<file path="src/rtl/mult_div_unit.sv">
// Iterative signed multiply/divide for mult/div: radix-2 Booth multiply, restoring divide, one step per clock.
// Optional MULTDIV_UNSIGNED_EN adds op_unsigned for multu/divu.
//
// state  | meaning
// IDLE   | waiting for start; operands latched on start
// MULT   | Booth iterations, WIDTH cycles
// DIV    | restoring-divide iterations on magnitudes, WIDTH cycles
// FINISH | sign correction, load HI/LO
// DONE   | result valid; done/div_zero appear on the following cycle
module mult_div_unit #(
  parameter int WIDTH = 32
) (
  input  logic             clock,
  input  logic             reset,
  input  logic             start,
  input  logic             op_div,
`ifdef MULTDIV_UNSIGNED_EN
  input  logic             op_unsigned,
`endif
  input  logic [WIDTH-1:0] operand_a,
  input  logic [WIDTH-1:0] operand_b,
  output logic             busy,
  output logic             done,
  output logic             div_zero,
  output logic [WIDTH-1:0] hi,
  output logic [WIDTH-1:0] lo
);

  localparam int CW = (WIDTH > 1) ? $clog2(WIDTH) : 1;

  typedef enum logic [2:0] {S_IDLE, S_MULT, S_DIV, S_FINISH, S_DONE} state_t;

  state_t             state_q, state_d;
  logic [CW-1:0]      cnt_q, cnt_d;
  logic [WIDTH-1:0]   a_q, a_d, b_q, b_d;
  logic               div_q, div_d, uns_q, uns_d;
  logic [2*WIDTH:0]   acc_q, acc_d;
  logic [WIDTH-1:0]   rem_q, rem_d, quo_q, quo_d;
  logic [WIDTH-1:0]   hi_q, hi_d, lo_q, lo_d;
  logic               busy_q, busy_d, done_q, done_d, dz_q, dz_d;

  logic               in_uns, in_a_neg, a_neg, b_neg;
  logic [WIDTH-1:0]   b_mag, quo_fix, rem_fix, prod_hi_fix, corr_a, corr_b;
  logic [WIDTH:0]     p_ext, a_ext, booth_sum, r_sh;
  logic               ge;

`ifdef MULTDIV_UNSIGNED_EN
  assign in_uns = op_unsigned;
`else
  assign in_uns = 1'b0;
`endif

  assign in_a_neg = !in_uns && operand_a[WIDTH-1];
  assign a_neg    = !uns_q && a_q[WIDTH-1];
  assign b_neg    = !uns_q && b_q[WIDTH-1];
  assign b_mag    = b_neg ? -b_q : b_q;

  // Sum is kept one bit wider so the shift sees the true sign even when a = -2^(WIDTH-1).
  assign p_ext = {acc_q[2*WIDTH], acc_q[2*WIDTH:WIDTH+1]};
  assign a_ext = {a_q[WIDTH-1], a_q};
  always_comb begin
    booth_sum = p_ext;
    case (acc_q[1:0])
      2'b01:   booth_sum = p_ext + a_ext;
      2'b10:   booth_sum = p_ext - a_ext;
      default: booth_sum = p_ext;
    endcase
  end

  assign r_sh = {rem_q, quo_q[WIDTH-1]};
  assign ge   = r_sh >= {1'b0, b_mag};

  assign quo_fix = (a_neg != b_neg) ? -quo_q : quo_q;
  assign rem_fix = a_neg ? -rem_q : rem_q;
  // Unsigned product from the signed one: add back the 2^WIDTH terms of each operand's top bit.
  assign corr_a      = (uns_q && a_q[WIDTH-1]) ? b_q : '0;
  assign corr_b      = (uns_q && b_q[WIDTH-1]) ? a_q : '0;
  assign prod_hi_fix = acc_q[2*WIDTH:WIDTH+1] + corr_a + corr_b;

  always_comb begin
    state_d = state_q;
    cnt_d   = cnt_q;
    a_d     = a_q;
    b_d     = b_q;
    div_d   = div_q;
    uns_d   = uns_q;
    acc_d   = acc_q;
    rem_d   = rem_q;
    quo_d   = quo_q;
    hi_d    = hi_q;
    lo_d    = lo_q;
    busy_d  = (state_q == S_MULT) || (state_q == S_DIV) || (state_q == S_FINISH);
    done_d  = (state_q == S_DONE);
    dz_d    = (state_q == S_DONE) && div_q && (b_q == '0);
    case (state_q)
      S_IDLE: begin
        if (start) begin
          a_d   = operand_a;
          b_d   = operand_b;
          div_d = op_div;
          uns_d = in_uns;
          cnt_d = '0;
          acc_d = {{WIDTH{1'b0}}, operand_b, 1'b0};
          rem_d = '0;
          quo_d = in_a_neg ? -operand_a : operand_a;
          if (!op_div)                state_d = S_MULT;
          else if (operand_b != '0)   state_d = S_DIV;
          else                        state_d = S_DONE;
        end
      end
      S_MULT: begin
        acc_d = {booth_sum, acc_q[WIDTH:1]};
        cnt_d = cnt_q + CW'(1);
        if (cnt_q == CW'(WIDTH-1)) begin
          cnt_d   = '0;
          state_d = S_FINISH;
        end
      end
      S_DIV: begin
        rem_d = ge ? (r_sh[WIDTH-1:0] - b_mag) : r_sh[WIDTH-1:0];
        quo_d = {quo_q[WIDTH-2:0], ge};
        cnt_d = cnt_q + CW'(1);
        if (cnt_q == CW'(WIDTH-1)) begin
          cnt_d   = '0;
          state_d = S_FINISH;
        end
      end
      S_FINISH: begin
        if (div_q) begin
          lo_d = uns_q ? quo_q : quo_fix;
          hi_d = uns_q ? rem_q : rem_fix;
        end else begin
          lo_d = acc_q[WIDTH:1];
          hi_d = prod_hi_fix;
        end
        state_d = S_DONE;
      end
      S_DONE:  state_d = S_IDLE;
      default: state_d = S_IDLE;
    endcase
  end

  always_ff @(posedge clock) begin
    if (reset) begin
      state_q <= S_IDLE;
      cnt_q   <= '0;
      a_q     <= '0;
      b_q     <= '0;
      div_q   <= 1'b0;
      uns_q   <= 1'b0;
      acc_q   <= '0;
      rem_q   <= '0;
      quo_q   <= '0;
      hi_q    <= '0;
      lo_q    <= '0;
      busy_q  <= 1'b0;
      done_q  <= 1'b0;
      dz_q    <= 1'b0;
    end else begin
      state_q <= state_d;
      cnt_q   <= cnt_d;
      a_q     <= a_d;
      b_q     <= b_d;
      div_q   <= div_d;
      uns_q   <= uns_d;
      acc_q   <= acc_d;
      rem_q   <= rem_d;
      quo_q   <= quo_d;
      hi_q    <= hi_d;
      lo_q    <= lo_d;
      busy_q  <= busy_d;
      done_q  <= done_d;
      dz_q    <= dz_d;
    end
  end

  assign busy     = busy_q;
  assign done     = done_q;
  assign div_zero = dz_q;
  assign hi       = hi_q;
  assign lo       = lo_q;

endmodule

</file>
<file path="config.mk">
export PLATFORM = sky130hd
export DESIGN_NAME = mult_div_unit
export DESIGN_NICKNAME = d
export VERILOG_FILES = /design/src/rtl/mult_div_unit.sv
export SDC_FILE = /design/constraint.sdc
export NUM_CORES = 1
export LEC_CHECK = 0
export BUFFER_PORTS_ARGS = -buffer_cell sky130_fd_sc_hd__buf_2
export CELL_PAD_IN_SITES_DETAIL_PLACEMENT = 1
export CELL_PAD_IN_SITES_GLOBAL_PLACEMENT = 1
export CORE_ASPECT_RATIO = 1.25
export CORE_UTILIZATION = 41
export CTS_CLUSTER_SIZE = 30
export DETAILED_ROUTE_END_ITERATION = 12
export GPL_TIMING_DRIVEN = 1
export MAX_ROUTING_LAYER = met4
export PLACE_DENSITY = 0.85
export SETUP_SLACK_MARGIN = 0.05
export SYNTH_ARGS = -nofsm -noshare
export SYNTH_HDL_FRONTEND = slang
export SYNTH_SLANG_ARGS = --single-unit
</file>
<file path="constraint.sdc">
create_clock -name clock -period 4.4 [get_ports clock]
set_input_delay 0.22 -clock clock [delete_from_list [all_inputs] [get_ports clock]]
set_output_delay 0.22 -clock clock [all_outputs]
set_load 0.05 [all_outputs]
</file>
==> results_dict.tcl, run 1 <==
set metrics [dict create \
    clock-sinks 269 \
    synthesis.nets 2423 \
    synth_xor_area_share_pct 9.96 \
    synthSimpleGateAreaFrac_pct 21.2 \
    synth_compound_area_share_pct 26.2 \
    whs_path_depth 3 \
    top_layer "met4" \
    finalNetCount 2592 \
    track_usage_pct 31.6 \
    ys_types 72 \
    reg2reg_depth 17 \
    cpPeakStageDelay_ps 530 \
    finalWirelength_mm 67.5 \
    die_h_um 231 \
    slowest_stage "or4_4" \
    dr_wl_met3_mm 2.34 \
    synth_mux_area_share_pct 1.83 \
    critical_path_class "flop to flop" \
    yosysWarningCount 0 \
    antenna_found_initial 1 \
    root_buffer "clkbuf_16" \
    cts_tree "yes" \
    min_path_type "input port to flop" \
    clock_path_buffers 3 \
    seqCellArea_mm2 0.00539 \
    grt_max_degree 164 \
    drive_above_1_share_pct 16.1 \
    grt_overflow 0 \
    worst_slew_pin_slew_ps 1400 \
    drc 0 \
    synth_fa_ha_area_share_pct 5.46 \
    path_max_fanout 9 \
    fin_crit_ps 4320 \
    hold_viol_final 0 \
    path_cells "or4_4 > or2_4 > nor4_4 > nand3_1 > or4_4 > or3_4 > o21ai_2 > xor2_1 > ha_1 > a21oi_2 > o211ai_1 > a41o_1 > o21a_4 > buf_8 > nor2_4 > a22oi_1 > o21ai_1" \
    die_w_um 185 \
    core_area_mm2 0.0412 \
    avgSynthCellArea_um2 7.56 \
    setup_viol_count_final 0 \
    path_delay_family "simple AND/OR/NAND/NOR gates" \
    ir_worst_vdd_mv 0.415 \
    start_util_pct 41.8 \
    synth_edf_count 0 \
    fillers 5058 \
    fin_ws_ps 84.1 \
    async_flop_share_pct 0 \
    area_growth_pct 21.3 \
    viasPerCell 6.03 \
    final_util_pct 50.7 \
    ios 135 \
    synth_seq_cells 269 \
    numCtsBuffers 29 \
    fp.dieArea_mm2 0.0429 \
    slew_headroom_pct 6.56 \
    drt_iter0_drc 1245 \
    vias 18300 \
    drv_cap 0 \
    slew_violations 0 \
    wl_per_cell_um 22.3 \
    status "complete, no violations" \
    pre_cts_slack_ps -215 \
    dr_wl_met2_mm 34.5 \
    max_clock_freq_mhz 232 \
    netlist_area_mm2 0.0172 \
    dr.pass1.iters 7 \
    cts.htree.levels 1 \
    crit_top_cell "or4_4" \
    rsz0062_at_grt "yes" \
    wl_met1_mm 27.1 \
    fin_worst_skew_ps 20.4 \
    final_cell_mix "nand2_1, dfxtp_1, a21oi_1" \
    crit_arrival_ps 4810 \
    syn_inst 2281 \
    layout.cells.most_common "nand2_1" \
    power.leakage_uw 0.00829 \
    ys_seq_area_share_pct 31.2 \
    endpoint_kind "flop" \
    port_buffers 134 \
    required_ps 4900 \
    yosysTopAreaCell "dfxtp_1" \
    synth.area.top_cells "dfxtp_1, a21oi_1, nand2_1" \
    clock_latency_ps 600 \
    ys.flop_type "dfxtp_1" \
    grt_pass1_vias 18700 \
    power.density_mw_per_mm2 571 \
    synth_top_area_share_pct 31.2 \
    core.rowCount 83 \
    crit_buf_inv 1 \
    start_kind "flop" \
    clkTransAtPathRegs_ps 60 \
    holdWs_ps 11.1 \
    cp.depth 17 \
    hpwlAfterDp_mm 48.9 \
    grt_pass1_wl_mm 104 \
    ant_nets 0 \
    setup_tns_ps 0 \
    gp_congestion 0.941 \
    multi_input_area_mm2 0.0116 \
    period_share_pct 98.1 \
    synth_top_family_by_area "compound AO/OA/AOI/OAI gates" \
]
[synth_stat cells (11+ instances only)]
library cell / n
nand2_1: 322
dfxtp_1: 269
a21oi_1: 268
nor2_1: 264
clkbuf_1: 140
o21ai_0: 115
xnor2_1: 98
xor2_1: 98
ha_1: 72
a211oi_1: 69
a22oi_1: 45
inv_1: 37
a311oi_1: 36
a21o_1: 31
nor3_1: 30
o31ai_1: 29
mux2i_1: 27
nor4_1: 24
a31oi_1: 23
nand3_1: 20
or4_1: 20
or3_1: 18
nand2b_1: 17
nand4_1: 16
or2_2: 16
and3_1: 12
and2_1: 11
o41ai_1: 11
[final timing paths]
kind,from,endpoint,slack (ps)
worst max-delay path,b_q[14],rem_q[23],80
worst min-delay path,operand_a[26],a_q[26],10
worst max register to register,b_q[14],rem_q[23],80
worst min register to register,hi[27],hi[27],460
[routing by layer]
| metal | global-route usage (%) | vias up |
|---|---|---|
| met5 | - | - |
| met4 | 15.3 | 0 |
| li1 | - | 8540 |
| met1 | 36.1 | 9071 |
| met2 | 55.4 | 462 |
| met3 | 2.50 | 180 |
[registers in the layout (all words and copies together) (netlist names)]
register and count:
acc_q 65, a_q 32, b_q 32, hi 32, lo 32, quo_q 32
rem_q 32, cnt_q 5, state_q 3, busy 1, div_q 1, div_zero 1
done 1
[kinds of logic (layout without fill, tap and decap cells)]
family,count (synthesis),after routing
AOI/OAI and AO/OA,712,712
xor gates and xnor gates,196,196
adders and majority gates,74,74
buffers and inverters,189,381
DFF,269,269
muxes,31,31
other,0,1
and+or+nand+nor,810,810
[final cells by class]
| class | instances | area share [%] |
|---|---|---|
| timing repair buffer | 290 | 9.80 |
| antenna | 1 | 0.0120 |
| tap | 552 | 3.30 |
| clock inverter | 15 | 0.898 |
| clock buffer | 39 | 3.98 |
| inverter | 37 | 0.664 |
| multi-input combinational | 1823 | 55.5 |
| sequential | 269 | 25.8 |
[tightest hold or removal path, stage by stage]
cell,delay [ps]
buf_2,140
nand2_1,110
a21oi_1,70
[what timing repair did]
item | CTS | global route
setup endpoints to repair | 37 | 45
endpoints found under the hold margin | 83 | 0
resized for setup | 32 | 87
hold buffers | 58 | 0
pin swaps | 7 | 29
setup buffers | 7 | 4
[through the flow]
step	instance area [um2]	cells	power, uW
6_report	20900	3026	11900
5_1_grt	20900	3026	12600
4_1_cts	20600	3021	11600
3_5_place_dp	18800	2902	8800
3_3_place_gp	18800	2902	8600
2_1_floorplan	17300	2281	6970
[power by group]
group	internal [uW]	switching (uW)	leakage, uW
combinational	2330	3760	0.00560
clock	1520	1110	0.000496
sequential	2750	476	0.00219
total	6600	5340	0.00829
No activity file was read; power rests on OpenSTA's default activity.
==> inputs of run 2 (changes only) <==
--- a/config.mk
+++ b/config.mk
@@ -9,12 +9,12 @@
 export CELL_PAD_IN_SITES_DETAIL_PLACEMENT = 1
 export CELL_PAD_IN_SITES_GLOBAL_PLACEMENT = 1
 export CORE_ASPECT_RATIO = 1.25
-export CORE_UTILIZATION = 41
+export CORE_UTILIZATION = 49
 export CTS_CLUSTER_SIZE = 30
 export DETAILED_ROUTE_END_ITERATION = 12
 export GPL_TIMING_DRIVEN = 1
 export MAX_ROUTING_LAYER = met4
-export PLACE_DENSITY = 0.85
+export PLACE_DENSITY = 0.95
 export SETUP_SLACK_MARGIN = 0.05
 export SYNTH_ARGS = -nofsm -noshare
 export SYNTH_HDL_FRONTEND = slang
==> constraint.sdc (replaced) <==
create_clock -name clock -period 4.97 [get_ports clock]
set_input_delay 0.2485 -clock clock [delete_from_list [all_inputs] [get_ports clock]]
set_output_delay 0.2485 -clock clock [all_outputs]
set_load 0.05 [all_outputs]
==> run 2 against run 1 <==
Non-clock buffer count shrank 97. Worst hold slack lost 4.9 ps. Final area fell by 6.0%. Sequential power down 10%. Largest cell class unchanged.
==> results_dict.tcl, run 2 (same netlist as run 1, synthesis figures left out) <==
set metrics [dict create \
    slew_violations 0 \
    drive_above_1_share_pct 11.3 \
    grt_pass1_vias 18900 \
    rr_startpoint "b_q[14]" \
    reg2reg_to "rem_q[1]" \
    cts.htree.levels 1 \
    period_share_pct 95.8 \
    path_max_fanout 29 \
    reg2reg_depth 18 \
    viasPerCell 6.51 \
    largest-register "acc_q" \
    cp-startpoint "b_q[14]" \
    p_switching_uw 4680 \
    required_ps 5470 \
    drc 0 \
    wl_per_cell_um 24.2 \
    pwr-share-comb_pct 48.1 \
    setup_viol_count_final 0 \
    grt_max_degree 114 \
    start_kind "flop" \
    fp.dieArea_mm2 0.0359 \
    ff2ff_setup_slack_ps 210 \
    final_util_pct 57.0 \
    antenna_found_initial 1 \
    root_buffer "clkbuf_16" \
    core.rowCount 76 \
    min_path_type "input port to flop" \
    crit_arrival_ps 5270 \
    clkPwrFrac_pct 23.9 \
    grt_overflow 0 \
    layout.cells.most_common "nand2_1" \
    whs_path_depth 3 \
    min_from "operand_a[3]" \
    clock-sinks 269 \
    ios 135 \
    ant_nets 0 \
    p_int_uw 5630 \
    slew_headroom_pct 8.55 \
    holdPathEnd "a_q[3]" \
    rsz0062_at_grt "yes" \
    worst_slew_pin_slew_ps 1370 \
    die_h_um 212 \
    fin_crit_ps 4760 \
    clock_latency_ps 600 \
    finalNetCount 2495 \
    core_area_mm2 0.0345 \
    ir_worst_vdd_mv 0.289 \
    gp_congestion 0.937 \
    clock_path_buffers 3 \
    finalWirelength_mm 69.0 \
    seqPwrFrac_pct 28.0 \
    drt_iter0_drc 1741 \
    area_growth_pct 14.1 \
    clkTransAtPathRegs_ps 70 \
    status "complete, no violations" \
    die_w_um 170 \
    start_util_pct 49.9 \
    fin_worst_skew_ps 25.0 \
    max_clock_freq_mhz 210 \
    dr.pass1.iters 7 \
    hold_viol_final 0 \
    drv_cap 0 \
    largest_register_ffs 65 \
    power.leakage_uw 0.00775 \
    hpwlAfterDp_mm 46.7 \
    fin_cells 2846 \
    numCtsBuffers 29 \
    cts_tree "yes" \
    vias 18500 \
    final_cell_mix "nand2_1, dfxtp_1, a21oi_1" \
    track_usage_pct 39.0 \
    grt_pass1_wl_mm 107 \
    critical_path_class "flop to flop" \
    endpoint_kind "flop" \
    dp_cells 2755 \
    port_buffers 134 \
    power.density_mw_per_mm2 524 \
    sw_frac_of_total_pct 45.4 \
]
[run 2: cell count changes in the layout (fill, tap and decap cells not counted), sizes merged]
cell | before | now
bufinv | 3 | 6
clkbuf | 39 | 35
dlygate4sd3 | 58 | 29
clkinvlp | 3 | 4
clkinv | 8 | 6
buf | 232 | 164
inv | 38 | 40
diode | 1 | 2
[run 2: critical path: stages (launching register included)]
cell and delay, ps:
dfxtp_1 360, or4_4 560, or2_2 340, nor4_4 250, buf_4 170, nand2b_4 60, or4_4 500, o31ai_2 220
xor2_1 240, ha_1 310, a21o_1 180, a21oi_2 160, o211ai_1 160, a41o_1 250, o21a_4 270, buf_12 190
nor2_2 140, a21oi_1 80, a211oi_2 230
[run 2: worst max-delay path by stage]
stage                end  cells past startpoint
2_1_floorplan  rem_q[13]                     19
3_3_place_gp   rem_q[26]                     17
3_5_place_dp    rem_q[1]                     17
4_1_cts         rem_q[1]                     17
5_1_grt         rem_q[1]                     19
6_report        rem_q[1]                     18
[run 2: stage by stage]
stage | power [uW] | area, um2 | TNS [ps] | worst slack [ps] | hold WS [ps]
finish | 10300 | 19700 | 0 | 206 | 6.14
global placement | 7280 | 18200 | 0 | 224 | 445
detailed placement | 7500 | 18200 | -31.0 | -31.0 | 451
global route | 10800 | 19700 | 0 | 30.0 | 6.95
CTS | 10100 | 19500 | 0 | 95.2 | 0.523
floorplan | 6160 | 17200 | 0 | 505 | 384
[run 2: power by group through the flow]
stage	sequential, uW	combinational [uW]	clock, uW
global route	2910	5340	2550
finish	2890	4960	2470
global placement	2840	4440	0
detailed placement	2880	4620	0
CTS	2850	4760	2450
floorplan	2770	3400	0
[run 2: layer usage]
metal	GRT usage (%)	vias to the layer above	wire length, um
met1	43.8	9089	26400
met2	66.8	853	34300
met5	-	-	0
li1	-	8342	-
met3	4.88	257	4200
met4	22.1	0	4090
[run 2: cell type report]
cell class / count / area [um2]
fill: 4256 / 14900
antenna: 2 / 5.00
sequential: 269 / 5390
clock buffer: 35 / 778
tap: 468 / 586
inverter: 37 / 139
timing repair buffer: 193 / 1220
clock inverter: 19 / 275
multi-input combinational: 1823 / 11300
[run 2: repair_timing]
action | 4_1_cts | 5_1_grt
setup buffers | 0 | 6
hold endpoints to repair | 41 | 0
pin swaps | 1 | 7
hold buffers | 29 | 0
cloned | 0 | 0
endpoints found under the setup margin | 31 | 33
gates resized for setup | 6 | 19
==> inputs of run 3 (changes only) <==
--- a/config.mk
+++ b/config.mk
@@ -5,11 +5,12 @@
 export SDC_FILE = /design/constraint.sdc
 export NUM_CORES = 1
 export LEC_CHECK = 0
+export ABC_AREA = 1
 export BUFFER_PORTS_ARGS = -buffer_cell sky130_fd_sc_hd__buf_2
 export CELL_PAD_IN_SITES_DETAIL_PLACEMENT = 1
 export CELL_PAD_IN_SITES_GLOBAL_PLACEMENT = 1
 export CORE_ASPECT_RATIO = 1.25
-export CORE_UTILIZATION = 49
+export CORE_UTILIZATION = 47
 export CTS_CLUSTER_SIZE = 30
 export DETAILED_ROUTE_END_ITERATION = 12
 export GPL_TIMING_DRIVEN = 1
==> run 3 against run 2 <==
Worst setup slack improved by 370 ps. Final area increased by 17%. Global-route usage up 2.8 points. Via count is 34% higher. Die area increased by 25%. Sequential share of layout area is 3.9 points lower. Sequential cell count is the same. Fmax grew 8.3%. Clock skew is 19 ps higher. Highest routed layer unchanged.
==> results_dict.tcl, run 3 <==
set metrics [dict create \
    dr_wl_met2_mm 43.1 \
    clock_latency_ps 630 \
    area_growth_pct 10.9 \
    ctsResizeCount 0 \
    finalNetCount 3626 \
    drt_iter0_drc 2579 \
    core_area_mm2 0.0433 \
    async_flop_share_pct 0 \
    track_usage_pct 41.9 \
    power.leakage_uw 0.0109 \
    synth_xor_area_share_pct 4.10 \
    viasPerCell 6.10 \
    ys_types 52 \
    final_util_pct 53.0 \
    design_area_mm2 0.0230 \
    slew_headroom_pct 15.6 \
    endpoint_kind "flop" \
    syn_inst 3401 \
    die_h_um 237 \
    dr_wl_met3_mm 7.13 \
    largest-register "acc_q" \
    final_cell_mix "nand2_1, inv_1, nor2_1" \
    max_clock_freq_mhz 227 \
    synth_edf_count 0 \
    fin_worst_skew_ps 44.1 \
    yosysWarningCount 0 \
    core.rowCount 85 \
    grt_pass1_wl_mm 143 \
    drc 0 \
    clkTransAtPathRegs_ps 80 \
    grt_pass1_vias 25300 \
    synth_seq_cells 269 \
    vias 24800 \
    fin_crit_ps 4400 \
    ff2ff_setup_slack_ps 570 \
    ant_nets 0 \
    synth_top_family_by_area "simple AND/OR/NAND/NOR gates" \
    hold_viol_final 0 \
    dpl_cell_area_mm2 0.0216 \
    fp.dieArea_mm2 0.0449 \
    setup_viol_count_final 0 \
    hpwlAfterDp_mm 64.6 \
    drive_above_1_share_pct 10.7 \
    cts_tree "yes" \
    synth_top_area_share_pct 26.0 \
    die_w_um 190 \
    finalWirelength_mm 92.9 \
    reg2reg_depth 21 \
    synthSimpleGateAreaFrac_pct 37.1 \
    power.density_mw_per_mm2 508 \
    synthesis.nets 3543 \
    whs_path_depth 3 \
    total_power_uw 11700 \
    ios 135 \
    gp_congestion 0.989 \
    worst_slew_pin_slew_ps 1260 \
    netlist_area_mm2 0.0207 \
    wl_met1_mm 35.4 \
    port_buffers 134 \
    yosysTopAreaCell "dfxtp_1" \
    path_max_fanout 33 \
    wl_per_cell_um 22.8 \
    avgSynthCellArea_um2 6.09 \
    ys_seq_area_share_pct 26.0 \
    setup_tns_ps 0 \
    crit_arrival_ps 4900 \
    dr.pass1.iters 6 \
    clock-sinks 269 \
    cts.htree.levels 1 \
    antenna_found_initial 2 \
    synth_mux_area_share_pct 0 \
    slew_violations 0 \
    grt_max_degree 86 \
    grt_overflow 0 \
    top_layer "met4" \
    synth_most_common_cell "nand2_1" \
    critical_path_class "flop to flop" \
    ir_worst_vdd_mv 0.397 \
    synth.area.top_cells "dfxtp_1, nand2_1, inv_1" \
    start_kind "flop" \
    ys_top_cells_by_count "nand2_1, inv_1, nor2_1" \
    ys.flop_type "dfxtp_1" \
    min_path_type "input port to flop" \
    start_util_pct 47.8 \
    layout.cells.most_common "nand2_1" \
    rsz0062_at_grt "no" \
    drv_cap 0 \
    clock_path_buffers 3 \
    root_buffer "clkbuf_16" \
    period_share_pct 88.5 \
    synth_compound_area_share_pct 16.3 \
    required_ps 5480 \
    synth_fa_ha_area_share_pct 4.55 \
    numCtsBuffers 30 \
    status "complete, no violations" \
    largest_register_ffs 65 \
]
==> run 3: cell count changes after synthesis, moves of 58 or more <==
cell / change
nand2_1: +705
inv_1: +416
nand3_1: +166
clkbuf_1: -70
xnor2_1: -66
nand3_2: +63
nor2_1: +58
==> run 3: cell type report <==
| type | instances | area, um2 |
|---|---|---|
| Antenna cell | 2 | 5.00 |
| Clock buffer | 37 | 817 |
| Clock inverter | 17 | 194 |
| Fill cell | 6049 | 20300 |
| Inverter | 482 | 1810 |
| Multi-Input combinational cell | 2514 | 12900 |
| Sequential cell | 269 | 5390 |
| Tap cell | 565 | 707 |
| Timing Repair Buffer | 187 | 1160 |
==> run 3: kinds of logic (layout without fill, tap and decap cells) <==
group / after synthesis / after routing
other cells: 0 / 2
buf+inv: 618 / 723
fa+ha+maj: 74 / 74
flops: 269 / 269
simple gates: 1762 / 1762
xor+xnor: 97 / 97
compound gates: 581 / 581
==> run 3: what timing repair did <==
action                                 4_1_cts  5_1_grt
setup buffers                                0        0
hold buffers                                32        1
endpoints found under the hold margin       33        1
==> run 3: report_power, final <==
part	internal, uW	switching, uW	total, uW	leakage [uW]
sequential	2450	370	2820	0.00219
clock	1330	1070	2390	0.000500
combinational	1690	4750	6430	0.00820
==> run 3: path summary, 6_finish.rpt <==
kind	startpoint	end
setup / recovery	b_q[2]	rem_q[31]
hold / removal	operand_b[8]	b_q[8]
setup reg to reg	b_q[2]	rem_q[31]
hold reg to reg	hi[19]	hi[19]
==> run 3: worst max-delay path, cell delays in order (launching register included) <==
cell     delay, ps
dfxtp_1        340
inv_1          130
nand3_1        180
nor3_2         230
nand4_1        170
nor2_2         280
nand2_1        150
o21ai_2        260
xnor2_1        150
inv_1           90
ha_1           340
nand2_1        170
nor2_2          80
nand2_1        110
nor2_2          70
nand3_1        100
nand2_2         80
nor2_4         620
nand2_8        280
nand2_1        180
nand3_2         80
a21oi_2        180
==> run 3: metal layers <==
layer	GRT usage, %	up-vias
met2	67.4	1404
met1	48.0	11900
met3	5.62	447
met5	-	-
met4	29.1	0
li1	-	11100
==> run 3: metrics by stage <==
stage | worst slack [ps] | hold slack (ps) | cells
6_report | 573 | 22.3 | 4073
5_1_grt | 350 | 39.2 | 4073
4_1_cts | 696 | 0.187 | 4070
3_5_place_dp | 892 | 454 | 3984
3_3_place_gp | 1080 | 449 | 3984
2_1_floorplan | 1910 | 392 | 3401
